File: src/rtl/keccak_padder.sv
// SHA-3 padder: turns a stream of 64-bit message lanes into padded RATE-bit blocks
// and feeds them one word per cycle to the Keccak rate buffer.
module keccak_padder #(
    parameter int RATE = 1088
) (
    input  logic        Clock,
    input  logic        Reset,
    input  logic [63:0] Din,
    input  logic        Din_valid,
    input  logic        Din_last,
    input  logic [3:0]  Din_bytes,
    output logic        Din_ready,
    input  logic        Buffer_full,
    output logic [63:0] Dout,
    output logic        Dout_valid,
    output logic        Last_block,
    output logic        Busy
);

    localparam int N  = 64;
    localparam int NW = RATE / N;
    localparam int WW = (NW > 1) ? $clog2(NW) : 1;
    localparam logic [WW-1:0] LAST_IDX = WW'(NW - 1);

    typedef enum logic [1:0] {ABSORB, PAD, FILL, FLUSH} state_t;

    state_t        state, state_nxt;
    logic [WW-1:0] widx;
    logic          gap;
    logic          full_seen;
    logic          emit;
    logic          set_last;
    logic          clr_last;
    logic [N-1:0]  word;
    logic          last_pos;
    logic          go;
    logic [3:0]    nbytes;

    // Keep bytes below b, drop the rest, put the domain byte at b and the final bit if needed.
    function automatic logic [N-1:0] pad_word(input logic [N-1:0] d, input logic [3:0] b,
                                              input logic fin);
        logic [N-1:0] w;
        w = '0;
        for (int k = 0; k < 8; k++) begin
            if (k < int'(b))
                w[8*k +: 8] = d[8*k +: 8];
            else if (k == int'(b))
                w[8*k +: 8] = 8'h06;
        end
        if (fin)
            w[N-1 -: 8] = w[N-1 -: 8] | 8'h80;
        return w;
    endfunction

    assign last_pos = (widx == LAST_IDX);
    // The cycle after word NW-1 is held idle so the buffer has time to raise Buffer_full.
    assign go       = ~Buffer_full & ~gap;
    assign nbytes   = (Din_bytes > 4'd8) ? 4'd8 : Din_bytes;
    assign Busy     = (state != ABSORB) || (widx != '0);

    always_comb begin
        // NOTE: every signal driven here gets a default first so no path infers a latch.
        state_nxt = state;
        emit      = 1'b0;
        word      = '0;
        set_last  = 1'b0;
        clr_last  = 1'b0;
        Din_ready = (state == ABSORB) & go;
        case (state)
            ABSORB: begin
                if (Din_valid && Din_ready) begin
                    emit = 1'b1;
                    if (!Din_last) begin
                        word = Din;
                    end else if (nbytes == 4'd8) begin
                        word      = Din;
                        state_nxt = PAD;
                    end else begin
                        word = pad_word(Din, nbytes, last_pos);
                        if (last_pos) begin
                            set_last  = 1'b1;
                            state_nxt = FLUSH;
                        end else begin
                            state_nxt = FILL;
                        end
                    end
                end
            end
            PAD: begin
                if (go) begin
                    emit = 1'b1;
                    word = pad_word('0, 4'd0, last_pos);
                    if (last_pos) begin
                        set_last  = 1'b1;
                        state_nxt = FLUSH;
                    end else begin
                        state_nxt = FILL;
                    end
                end
            end
            FILL: begin
                if (go) begin
                    emit = 1'b1;
                    if (last_pos) begin
                        word      = {8'h80, 56'h0};
                        set_last  = 1'b1;
                        state_nxt = FLUSH;
                    end
                end
            end
            FLUSH: begin
                if (full_seen && !Buffer_full) begin
                    clr_last  = 1'b1;
                    state_nxt = ABSORB;
                end
            end
            default: state_nxt = ABSORB;
        endcase
    end

    // NOTE: all state below is updated with non-blocking assignments so every register
    // samples the same pre-edge values regardless of statement order.
    always_ff @(posedge Clock or posedge Reset) begin
        if (Reset) begin
            state      <= ABSORB;
            widx       <= '0;
            gap        <= 1'b0;
            full_seen  <= 1'b0;
            Dout       <= '0;
            Dout_valid <= 1'b0;
            Last_block <= 1'b0;
        end else begin
            state      <= state_nxt;
            Dout_valid <= emit;
            gap        <= emit & last_pos;
            if (emit) begin
                Dout <= word;
                widx <= last_pos ? '0 : widx + WW'(1);
            end
            if (set_last)
                Last_block <= 1'b1;
            else if (clr_last)
                Last_block <= 1'b0;
            if (state == FLUSH && Buffer_full)
                full_seen <= 1'b1;
            else if (clr_last)
                full_seen <= 1'b0;
        end
    end

endmodule
File: config.mk
export PLATFORM = sky130hd
export DESIGN_NAME = keccak_padder
export DESIGN_NICKNAME = d
export VERILOG_FILES = /design/src/rtl/keccak_padder.sv
export SDC_FILE = /design/constraint.sdc
export NUM_CORES = 1
export LEC_CHECK = 0
export CAP_MARGIN = 20
export CORE_MARGIN = 8
export CORE_UTILIZATION = 30
export CTS_BUF_LIST = sky130_fd_sc_hd__clkbuf_4 sky130_fd_sc_hd__clkbuf_8
export DETAILED_ROUTE_END_ITERATION = 8
export GPL_TIMING_DRIVEN = 0
export PLACE_DENSITY = 0.64
export SLEW_MARGIN = 20
export SYNTH_ARGS = -nofsm -noshare
export SYNTH_HDL_FRONTEND = slang
export SYNTH_SLANG_ARGS = --single-unit
File: constraint.sdc
create_clock -name Clock -period 2.32 [get_ports Clock]
set_clock_uncertainty 0.15 [all_clocks]
set_input_delay 0.464 -clock Clock [delete_from_list [all_inputs] [get_ports Clock]]
set_output_delay 0.464 -clock Clock [all_outputs]
set_load 0.01 [all_outputs]
Word-level counts from Yosys, hierarchy flattened
Cells that the tools add are included.
W data, S select, Z words.
{ "totals": {"ff_bits": 75, "in_bits": 73, "output_inout_bits": 68, "word_cells": 103} }
{ "op_classes": {"add_sub_neg": 1, "magnitude_cmp": 9, "n_eq_ne": 18, "muxes": 50, "n_bitwise": 5, "n_reduce_logical": 13} }
{ "ops": {"columns": ["operator", "n"], "rows": [
  ["$mux W64", 6],
  ["$pmux W64 S3", 1],
  ["$mux W8", 10],
  ["$mux W3", 8],
  ["$eq A4 B4 Y1 const A", 4],
  ["$lt A3 B4 Y1 const A", 4],
  ["$mux W2", 7],
  ["$mux W1", 13],
  ["$ne A2 B2 Y1 const B", 5],
  ["$eq A3 B4 Y1 const A", 2],
  ["$lt A1 B4 Y1 const A", 2],
  ["$lt A2 B4 Y1 const A", 2],
  ["$pmux W2 S4", 1],
  ["$reduce_and A6 Y1", 1],
  ["$reduce_bool A2 Y1", 3],
  ["$add A5 B1 Y5 const B", 1],
  ["$eq A5 B5 Y1 const B", 1],
  ["$mux W5", 1],
  ["$reduce_bool A5 Y1", 1],
  ["$eq A2 B2 Y1 const B", 2],
  ["$eq A2 B4 Y1 const A", 1],
  ["$eq A4 B4 Y1 const B", 1],
  ["$gt A4 B4 Y1 const B", 1],
  ["$logic_not A4 Y1", 1],
  ["11 further kinds", 17]
]} }

Logic depth before layout (Yosys ltp)
{ "depth": {"depth_word": 10, "depth_mapped": 9} }

Least setup slack after synthesis
No wires, ideal clock.
{ "synth_timing": {"path_type": "reg-to-output", "start": "reg widx[0]", "end": "out Busy", "t_arrival_ns": 1.622, "t_required_ns": 1.706, "slack_ns": 0.084, "path_stages_with_launch": 5, "n_path_buf": 0, "cell_sequence": "dfrtp_1 inv_1 ha_1 or3b_2 or3b_2"} }
{ "synth_between": {"elab_chain_cells": 2} }
{ "synth_lines": {"columns": ["item", "line_no", "rtl"], "rows": [
  ["start, declared", "28", "logic [WW-1:0] widx;"],
  ["start signal, assigned", "138", "widx <= last_pos ? '0 : widx + WW'(1);"],
  ["$reduce_bool A5 Y1", "59", "assign Busy = (state != ABSORB) || (widx != '0);"],
  ["$logic_or A1 B1 Y1", "59", null],
  ["end, declared", "17", "output logic Busy"]
]} }
No other way between the ends.

Final worst setup path
Same ends and word-level chain as after synthesis.

==> flow_summary.toml <==
[status]
status = "finished, violations left"
violations = "setup timing"

[layout]
final_cell_area_um2 = 5090
nets = 498
antennaDiodeCount = 0
multi_input_area_um2 = 1260
layout-drive-gt1-share_pct = 14.89
area_growth_syn_to_layout_pct = 58.60
num-fill-cells = 943
seqCellArea_um2 = 1877

[clock_tree]
postCtsHoldBufs = 0
cts_root_buf = "clkbuf_8"
clockBufferDepth = 2
cts_made_buffers = 9
ctsHtreeMaxLevel = 3
cts.sinks = 75
path_clk_slew_ps = 80
cts_tree = "yes"
clkLatencyLatePin_ps = 340

[worst_hold_path]
worst_hold_path_type = "flip-flop to flip-flop"

[detailed_routing]
drtIter0Drc = 173
antenna_left = 0
vias_per_cell = 4.868
vias = 2721
firstDrtPassIters = 4
wl_per_cell_um = 18.26
post-route-drc-count = 0
wirelength_um = 10210

[yosys]
yosysTopAreaCell = "dfrtp_1"
synth_area_um2 = 3209
synth_common_cells = "dfrtp_1 (75), a22o_1 (51), o21ai_0 (16), nor2_1 (13), nand2_1 (11)"
synthDistinctLibCells = 50
synth_top_flop_cell = "dfrtp_1"
yosysWarnings = 0
yosys-top-cells-area = "dfrtp_1 (58%), a22o_1 (14%), ha_1 (2.7%), o21ai_0 (2.5%), nor2_1 (1.5%)"
syn_inst = 258
synth_edf_count = 0
yosysMostFrequentCell = "dfrtp_1"
yosysSeqAreaShare_pct = 58.48
synth_nets = 338
async_flop_share_pct = 100.0
synth.avg_cell_area_um2 = 12.44
yosys_register_bits = 75
yosysTopAreaCellShare_pct = 58.48

[die]
core_region_area_um2 = 10370
die_h_um = 119.4
num_rows = 37
ios = 141
initial_core_util_pct = 30.95
die_w_um = 119.4
die_area_um2 = 14260

[timing]
tightest_slew_ps = 622.0
relSlewSlack_pct = 58.38
max_freq_ghz = 0.4025
slew_viol_final = 0
hold_viol = 0
rsz0062_at_grt = "true"
fin_ws_ps = -164.4
fin_crit_sh_pct = 107.1
setup_viol = 1
min_period_ps = 2484

[global_routing]
grt-ovfl-total = 0
grt_pass1_vias = 2935
grt_antenna_before_repair = 0
grt_pass1_wl_um = 16280
grt_usage_pct = 14.32
grt_start_max_net_pins = 35

[setup_path]
crit_required_ps = 1710
cp-end-kind = "primary output"
worstPathMaxFanout = 3
start_kind = "flip-flop"
crit_arrival_ps = 1870
crit_type = "flip-flop to primary output"

[placement]
placed_cell_area_um2 = 4812
dp_hpwl_um = 7816
dpl_worst_slack_ps = -452.6
io_buffers = 138
place.gp.congestion = 0.8233

[pwr]
irDropWorstVdd_mv = 0.3657
total_power_mw = 6.221
power_density_nw_per_um2 = 1222
p_leak_nw = 2.203

[job]
max-cap-violations = 0
## placed cells by master (no fill, tap or decap), types with 5 or more instances in the layout
cell / Yosys / layout
buf_4: 2 / 12
nor2_1: 13 / 11
ha_1: 7 / 6
o21ai_0: 16 / 16
nand2_1: 11 / 11
a22o_1: 51 / 51
clkbuf_8: 0 / 9
dfrtp_1: 75 / 75
inv_1: 8 / 5
a21oi_1: 6 / 6
clkdlybuf4s50_1: 0 / 135
## layer usage
layer	part of all wire, %	vias to the layer above	routed length, µm	GRT usage, %
met5	0	-	0	0
met4	1.0	0	106	3.513
met3	7.8	10	801	5.527
met2	47	100	4795	22.90
met1	44	1319	4501	17.84
li1	-	1292	-	-
## stage by stage
stage | cells | utilization (%) | hold slack [ps] | TNS, ps
after floorplan | 258 | - | 354.1 | 0
after global placement | 532 | 45.95 | 314.3 | -8502
after detailed placement | 534 | 46.40 | 334.8 | -5853
after CTS | 554 | 48.62 | 353.0 | -166.6
after global routing | 559 | 49.08 | 372.5 | -232.3
final | 559 | 49.08 | 343.1 | -164.4
## flip-flops by register name (all words and copies together), names as in the netlist
signal,count
Dout,64
widx,5
state,2
Dout_valid,1
Last_block,1
full_seen,1
gap,1
## cell type report
cell class                 instances  area share [%]
buffer                            12           1.500
sequential                        75           36.87
multi-input combinational        162           24.75
clock buffer                      10           2.581
timing repair buffer             149           29.38
clock inverter                     6          0.8358
tap                              136           3.343
inverter                           9          0.7375
## worst max-delay path, cell delays in order (launching register included)
cell and delay (ps):
dfrtp_1 400, inv_2 90, ha_4 140, or3b_4 380, or3b_4 390, buf_6 130
## timing repair
item,in CTS,in global routing
buffers inserted,4,5
pin swaps,2,1
endpoints found under the setup margin,2,25
endpoints found under the hold margin,0,0
resized for setup,16,2
## final timing paths
kind / startpoint / endpoint / slack, ps / cells past startpoint
setup / recovery: widx[0]$_DFFE_PP0P_ / Busy / -160 / 5
setup reg to reg: state[1]$_DFFE_PP0P_ / Dout[23]$_DFFE_PP0P_ / 190 / 7
min in group asynchronous: Reset / full_seen$_DFFE_PP0P_ / 380 / 2
max in group asynchronous: Reset / widx[4]$_DFFE_PP0P_ / 1110 / 3
hold / removal: Dout[10]$_DFFE_PP0P_ / Dout[10]$_DFFE_PP0P_ / 340 / 2
hold reg to reg: Dout[10]$_DFFE_PP0P_ / Dout[10]$_DFFE_PP0P_ / 340 / 2
## where the power goes
part           leakage, nW  internal, mW  total [mW]  switching [mW]
Clock               0.0857         0.400       0.908           0.507
Combinational         1.11          1.76        3.08            1.32
Sequential            1.01          1.88        2.23           0.350
## cells by family after synthesis
family / after synthesis / share of synthesized area, %
buf+inv: 21 / 3.352
flops: 75 / 58.48
fa+ha+maj: 7 / 2.729
compound gates: 94 / 22.69
xor+xnor: 1 / 0.2730
simple gates: 57 / 11.46
mux: 3 / 1.014
(Power assumes the default switching activity.)
